**src/rtl/arilla_arbiter_pkg.sv**
```systemverilog
// Shared constants for the arilla bus arbiter: bus field widths and FSM state encodings.
package arilla_arbiter_pkg;

   localparam int BusAddrWidth = 32;
   localparam int BusDataWidth = 32;
   localparam int BusBeWidth   = 4;

   localparam logic [0:0] StateIdle  = 1'b0;
   localparam logic [0:0] StateIssue = 1'b1;

endpackage

```
**src/rtl/rr_priority_picker.sv**
```systemverilog
// Combinational arbitration picker: optional fixed priority for master 0, otherwise
// round-robin starting one past the pointer with wrap-around.
module rr_priority_picker #(
   parameter int NumMasters   = 2,
   parameter bit HighPriority = 1'b0,
   parameter int IdxW         = $clog2(NumMasters)
) (
   input  logic [NumMasters-1:0] req,
   input  logic [IdxW-1:0]       ptr,
   output logic [NumMasters-1:0] grant,
   output logic [IdxW-1:0]       idx
);

   logic [IdxW:0] cand;
   logic          found;

   // cand is one bit wider than ptr so ptr+i never overflows before the modulo fold
   always_comb begin
      grant = '0;
      idx   = '0;
      found = 1'b0;
      cand  = '0;
      if (HighPriority && req[0]) begin
         grant[0] = 1'b1;
         found    = 1'b1;
      end
      for (int i = 1; i <= NumMasters; i++) begin
         cand = {1'b0, ptr} + (IdxW+1)'(i);
         if (cand >= (IdxW+1)'(NumMasters)) begin
            cand = cand - (IdxW+1)'(NumMasters);
         end
         if (!found && req[cand[IdxW-1:0]]) begin
            grant[cand[IdxW-1:0]] = 1'b1;
            idx                   = cand[IdxW-1:0];
            found                 = 1'b1;
         end
      end
   end

endmodule

```
**src/rtl/arilla_bus_arbiter.sv**
```systemverilog
// Shares one arilla bus slave port between several masters with round-robin or
// master-0-priority arbitration, transfer locking and a per-transfer timeout.
module arilla_bus_arbiter
   import arilla_arbiter_pkg::*;
#(
   parameter int NumMasters    = 2,
   parameter bit HighPriority  = 1'b0,
   parameter int TimeoutCycles = 255,
   localparam int OwnerW       = $clog2(NumMasters)
) (
   input  logic                                     clk,
   input  logic                                     rst_n,
   input  logic [NumMasters-1:0]                    m_req,
   input  logic [NumMasters-1:0]                    m_lock,
   input  logic [NumMasters-1:0]                    m_write,
   input  logic [NumMasters-1:0][BusAddrWidth-1:0]  m_addr,
   input  logic [NumMasters-1:0][BusDataWidth-1:0]  m_wdata,
   input  logic [NumMasters-1:0][BusBeWidth-1:0]    m_be,
   output logic [NumMasters-1:0]                    m_done,
   output logic                                     m_error,
   output logic [BusDataWidth-1:0]                  m_rdata,
   output logic                                     bus_read,
   output logic                                     bus_write,
   output logic [BusAddrWidth-1:0]                  bus_addr,
   output logic [BusDataWidth-1:0]                  bus_wdata,
   output logic [BusBeWidth-1:0]                    bus_be,
   input  logic [BusDataWidth-1:0]                  bus_rdata,
   input  logic                                     bus_available,
   output logic [OwnerW-1:0]                        owner,
   output logic                                     busy
);

   localparam int CntW = $clog2(TimeoutCycles + 1);

   logic [0:0]            state_q, state_d;
   logic [OwnerW-1:0]     owner_q, owner_d;
   logic [OwnerW-1:0]     ptr_q, ptr_d;
   logic [CntW-1:0]       count_q, count_d;
   logic [NumMasters-1:0] pick_grant;
   logic [OwnerW-1:0]     pick_idx;

   rr_priority_picker #(
      .NumMasters   (NumMasters),
      .HighPriority (HighPriority),
      .IdxW         (OwnerW)
   ) u_picker (
      .req   (m_req),
      .ptr   (ptr_q),
      .grant (pick_grant),
      .idx   (pick_idx)
   );

   assign owner     = owner_q;
   assign bus_addr  = m_addr[owner_q];
   assign bus_wdata = m_wdata[owner_q];
   assign bus_be    = m_be[owner_q];

   // Completion wins over timeout; a dropped request aborts silently with strobes low
   always_comb begin
      state_d   = state_q;
      owner_d   = owner_q;
      ptr_d     = ptr_q;
      count_d   = count_q;
      m_done    = '0;
      m_error   = 1'b0;
      m_rdata   = '0;
      bus_read  = 1'b0;
      bus_write = 1'b0;
      busy      = 1'b0;
      if (state_q == StateIdle) begin
         if (|pick_grant) begin
            owner_d = pick_idx;
            count_d = '0;
            state_d = StateIssue;
         end
      end else begin
         busy = 1'b1;
         if (!m_req[owner_q]) begin
            state_d = StateIdle;
         end else if (bus_available) begin
            bus_read        = !m_write[owner_q];
            bus_write       = m_write[owner_q];
            m_done[owner_q] = 1'b1;
            m_rdata         = bus_rdata;
            if (m_lock[owner_q]) begin
               count_d = '0;
            end else begin
               ptr_d   = owner_q;
               state_d = StateIdle;
            end
         end else if (count_q == CntW'(TimeoutCycles - 1)) begin
            m_done[owner_q] = 1'b1;
            m_error         = 1'b1;
            ptr_d           = owner_q;
            state_d         = StateIdle;
         end else begin
            bus_read  = !m_write[owner_q];
            bus_write = m_write[owner_q];
            count_d   = count_q + CntW'(1);
         end
      end
   end

   always_ff @(posedge clk or negedge rst_n) begin
      if (!rst_n) begin
         state_q <= StateIdle;
         owner_q <= '0;
         ptr_q   <= OwnerW'(NumMasters - 1);
         count_q <= '0;
      end else begin
         state_q <= state_d;
         owner_q <= owner_d;
         ptr_q   <= ptr_d;
         count_q <= count_d;
      end
   end

endmodule

```
**config.mk**
```make
export PLATFORM = sky130hd
export DESIGN_NAME = arilla_bus_arbiter
export DESIGN_NICKNAME = d
export VERILOG_FILES = /design/src/rtl/arilla_arbiter_pkg.sv /design/src/rtl/rr_priority_picker.sv /design/src/rtl/arilla_bus_arbiter.sv
export SDC_FILE = /design/constraint.sdc
export NUM_CORES = 1
export LEC_CHECK = 0
export CORE_AREA = 2 2 110 112
export DETAILED_ROUTE_END_ITERATION = 8
export DIE_AREA = 0 0 112 114
export GPL_TIMING_DRIVEN = 1
export PLACE_DENSITY_LB_ADDON = 0.2
export RECOVER_POWER = 100
export SYNTH_ARGS = -nofsm -noshare
export SYNTH_HDL_FRONTEND = slang
export SYNTH_SLANG_ARGS = --single-unit
```
**constraint.sdc**
```tcl
create_clock -name clk -period 2.6 [get_ports clk]
set_clock_uncertainty 0.2 [all_clocks]
set_input_delay 0.39 -clock clk [delete_from_list [all_inputs] [get_ports clk]]
set_output_delay 0.39 -clock clk [all_outputs]
set_load 0.05 [all_outputs]
```
# Yosys cells after proc, flatten, opt, wreduce, memory -nomap -nowiden

Index checks and enable logic that the tools add are counted.

Word-level logic and storage cells: 100
Flip-flop bits (word level): 11

$add $sub $neg: 5
Eq/ne operators: 5
Magnitude comparators: 8
Bitwise operators: 2
Muxes and demuxes: 64
Reductions and logical operators: 12

Operators by type and width:

| cell                                                                    | number |
|---|---|
| 32-bit two-way mux                                                      | 7 |
| 8-bit two-way mux                                                       | 6 |
| 1-bit two-way mux                                                       | 40 |
| 2-bit two-way mux                                                       | 6 |
| 8-bit by 1-bit adder with 8-bit output, second input constant           | 1 |
| 8-bit == test, second input constant                                    | 1 |
| 4-bit two-way mux                                                       | 2 |
| 4-bit AND reduction                                                     | 2 |
| 1-bit by 2-bit < comparator with 1-bit output, second input constant    | 3 |
| 2-bit greater-or-equal comparator, second input constant                | 2 |
| 1-bit logical AND                                                       | 4 |
| 2-bit nonzero test                                                      | 2 |
| 1-bit demux with 1-bit select                                           | 3 |
| 1-bit greater-or-equal comparator, second input constant                | 3 |
| 3-bit by 2-bit inequality test with 1-bit output, second input constant | 1 |
| 3-bit inequality test, second input constant                            | 1 |
| 1-bit by 1-bit adder with 2-bit output, second input constant           | 1 |
| 1-bit by 2-bit adder with 2-bit output, second input constant           | 1 |
| 1-bit logical NOT                                                       | 2 |
| 2-bit by 1-bit inequality test with 1-bit output, second input constant | 1 |
| 2-bit inequality test, second input constant                            | 1 |
| 2-bit bitwise OR                                                        | 1 |
| 2-bit AND reduction                                                     | 1 |
| 2-bit OR reduction                                                      | 1 |
| 2 further kinds                                                         | 3 |

# Longest topological paths before layout

Gate-level depths: netlist of run 1.

Depth after elaboration: 13
Mapped depth: 7

# Modules after synthesis

From an unflattened synthesis of run 1, not the netlist that was laid out.

Cells, all modules: 195
Area, all modules: 1794.2 um^2

Modules (own cells, without submodules):

| module             | area each (um^2) | seq. area each (um^2) | cells each | times used |
|---|---|---|---|---|
| arilla_bus_arbiter | 1767.9           | 276.5                 | 191        | 1 |
| rr_priority_picker | 26.3             | 0.0                   | 4          | 1 |

# Worst setup path after synthesis of run 1

No wires, ideal clock.

Path kind: register -> output
From: reg owner_q (netlist: owner)
To: out bus_write
Path slack: -273 ps
Stages on the path, launching flop included: 5
Required time: 2010 ps
Arrival: 2283 ps
Path through: dfrtp_1 buf_4 nand2_2 a21o_1 nor3_1

Cells in the longest elaborated chain, start to end: 6
Elaborated cells on any way between the ends: 8

Ends and longest elaborated chain:

| element                                               | RTL line                                           | source |
|---|---|---|
| from (decl)                                           | arilla_bus_arbiter.sv:36                           | `logic [OwnerW-1:0] owner_q, owner_d;` |
| from (signal assigned)                                | arilla_bus_arbiter.sv:112                          | `owner_q <= owner_d;` |
| 1-bit two-way mux (implied by the code) (2 in series) | arilla_bus_arbiter.sv:82, arilla_bus_arbiter.sv:98 |  |
| 1-bit two-way mux                                     | arilla_bus_arbiter.sv:91                           | `end else if (count_q == CntW'(TimeoutCycles - 1)) begin` |
| 1-bit two-way mux                                     | arilla_bus_arbiter.sv:80                           | `end else if (bus_available) begin` |
| 1-bit two-way mux *                                   | arilla_bus_arbiter.sv:78                           | `if (!m_req[owner_q]) begin` |
| 1-bit two-way mux *                                   | arilla_bus_arbiter.sv:70                           | `if (state_q == StateIdle) begin` |
| to (decl)                                             | arilla_bus_arbiter.sv:23                           | `output logic bus_write,` |

Every way passes the cells marked *; elsewhere a longest branch is shown, timed or not. The select of a mux whose other input is x is not followed.

# Final worst setup path of run 1

From: in m_req[0]
To: out m_rdata[9]

Cells in the longest elaborated chain, start to end: 4

Ends and longest elaborated chain:

| element                                               | RTL line                 | source |
|---|---|---|
| from (decl)                                           | arilla_bus_arbiter.sv:13 | `input logic [NumMasters-1:0] m_req,` |
| 1-bit two-way mux (implied by the code) (2 in series) | arilla_bus_arbiter.sv:78 |  |
| 32-bit two-way mux                                    | arilla_bus_arbiter.sv:78 |  |
| 32-bit two-way mux                                    | arilla_bus_arbiter.sv:70 |  |
| to (decl)                                             | arilla_bus_arbiter.sv:21 | `output logic [BusDataWidth-1:0] m_rdata,` |

Every way passes these cells. The select of a mux whose other input is x is not followed.

==> results.md, run 1 <==
- Setup bufs post-CTS: 0
- Arr. time, crit path: 1.92 ns
- Hold Crit Class: input port to async pin
- Initial core utilization: 15.6%
- Yosys warns: 0
- DR DRC count: 0
- First-pass detailed-route iteration total: 4
- Clk sinks: 11
- Total Wirelength: 9960 microns
- Die area: 12800 sq um
- Area grow syn2layout: 172%
- Worst flop-to-flop path startpoint: owner
- Hpwl dp: 8510 microns
- Final Worst Setup Slack: 0.0930 ns
- RSZ-0062 raised after global routing: false
- Final Wtd Congestion: between 0.8 and 0.9
- Layout cell share with drive strength beyond 1: 38.4%
- Worst EP required: 2.01 ns
- Minimum clock period: 2.51 ns
- Leakage: 2.10 nW
- Wire per inst: between 15 and 20 microns
- CP Max Fanout: 40
- Fill cells: 1127
- Via count: 2634
- Setup TNS: 0 ns
- Die Y: 114 microns
- Cell variety after synth: 34
- CTS Hold Bufs: 0
- Hold Violations, Final: 0
- CTS Buffer Depth: 2
- Total track usage: 14.5%
- Final Net Count: 651
- Vias in the first global route: 2506
- Synthesized netlist cell count: ~200
- Yosys reg bits: 11
- Via density: 4.26
- PortBufs: 283
- Startpoint types: input port
- Critical path class: input port to primary output
- Total gr overflow: 0
- Number of antenna diodes: 0
- Final max-slew violation count: 0
- Worst skew pair latency: 0.24 ns
- Critical Path End Type: primary output
- Top Ports: between 200 and 300
- Max-capacitance violation count: 0
- Sequential share of the synthesized area: 15.1%
- Post-Syn Area per Cell: 9.27 sq um
- Core area: 11700 sq um
- Most frequent cells in the layout: clkdlybuf4s50_1, mux2_2, clkbuf_4
- Setup violators final: 0
- Max Fclk: 0.399 GHz
- Largest net degree at the start of global routing: 41
- CTS tree: built
- Peak VDD IR: 523 uV
- Cell Rows: 40
- CTS buffer count: 3
- Synth area leader: mux2_2
- Slew @ Worst Pin: 0.815 ns
- Top cell type's share of synthesized area: 42.5%
- Slew HR: about 45%
- DIE WIDTH: around 110 microns
- Reg clk slew, reported paths: 0.04 ns
- Post-CTS Resized: 0
- Worst Setup SP: m_req[0]
- First-pass GRT wire length: 14600 microns
- H-Tree Depth: 1
- Synth area leaders: mux2_2, dfrtp_1, and3_1, o211ai_1, clkbuf_1
- Syn Nets: between 300 and 400
- PwrDens: 832 nW/um^2
- Status: finished clean
- Most common cell after layout, fill and taps aside: clkdlybuf4s50_1
- Cell area after synthesis: 1830 sq um
- Fin crit share: 96.4%
- Initial antenna violation count: 0
- Root buf cell: clkbuf_16
- First DRT Iteration DRCs: 71
- Pre-CTS WS: roughly 0.2 ns
- Post-DRT Antenna Nets: 0
## worst max-delay path, cell delays in order
cell           delay, ns
dlygate4sd3_1       0.59
nand2b_1            0.14
a21oi_4             0.15
buf_8               0.24
and3_1              0.25
buf_12              0.15
## registers in the layout (all words and copies together) (netlist names)
signal and count:
count_q 8, owner 1, ptr_q 1, state_q 1
## routing by layer
| metal | part of all wire [%] | up-vias | global-route usage, % |
|---|---|---|---|
| met4 | 1.2 | 0 | 3.17 |
| li1 | - | 1286 | - |
| met1 | 37 | 1219 | 16.1 |
| met3 | 7.2 | 8 | 3.13 |
| met5 | 0 | - | 0 |
| met2 | 55 | 121 | 28.4 |
## cell usage after synthesis (all sizes together)
library cell and instances:
a21o 1, a21oi 1, a32o 1, and2 1, and2b 1, and3 33, buf 6, clkbuf 12
dfrtp 10, dfstp 1, ha 2, inv 9, mux2 69, mux2i 3, nand2 6, nand2b 1
nand3 6, nand4 6, nor2 7, nor3 4, nor4 1, o211ai 8, o21ai 2, o221ai 1
o22ai 1, o32ai 1, or3 1, or4 2
## area by class of cell
cell class / instances / area [sq um] / area share [%]
Timing Repair Buffer: 288 / 2990 / 60.1
Tap cell: 147 / 184 / 3.70
Sequential cell: 11 / 278 / 5.58
Inverter: 9 / 33.8 / 0.679
Clock buffer: 4 / 78.8 / 1.58
Multi-Input combinational cell: 159 / 1410 / 28.4
## kinds of logic after synthesis
kind of cell             synth area share [%]
flip-flops                               15.1
multiplexers                             44.2
AND/OR/NAND/NOR                          23.8
buffers and inverters                    7.12
AO/OA/AOI/OAI                            8.36
adder cells (fa/ha/maj)                  1.37
## per-stage QoR
step	cells	utilization (%)	hold WS (ns)	total power, mW	cell area, sq um
detailed placement	614	42.6	0.390	4.04	4990
finish	618	42.5	0.372	4.14	4980
floorplan	197	-	-0.106	2.72	1830
global placement	614	42.6	0.376	4.03	4990
CTS	618	43.3	0.323	4.34	5070
global route	618	42.5	0.418	4.32	4980
## report_power, final
part	internal, mW	switching [mW]	total [mW]
sequential	0.211	0.0776	0.288
clock	0.206	0.0728	0.278
combinational	1.36	2.22	3.58
## final timing paths
path,slack [ns],to,cells past startpoint
max,0.09,m_rdata[9],6
min in group clk,0.39,count_q[7],2
max in group asynchronous,1.44,owner,1
max reg2reg,0.37,count_q[0],4
min,0.37,count_q[7],1
min reg2reg,0.39,count_q[7],2
Note: power is estimated with default switching activity, not from simulation.
==> run 2: changes to the inputs <==
Settings changed: CTS_CLUSTER_DIAMETER set to 30.
==> results of run 2 <==
Final layout, timing and power as in run 1 (identical DEF).
==> run 3: changes to the inputs <==
Settings changed: ABC_CLOCK_PERIOD_IN_PS set to 2600.
==> results of run 3 <==
Final layout, timing and power as in run 1 (identical DEF).
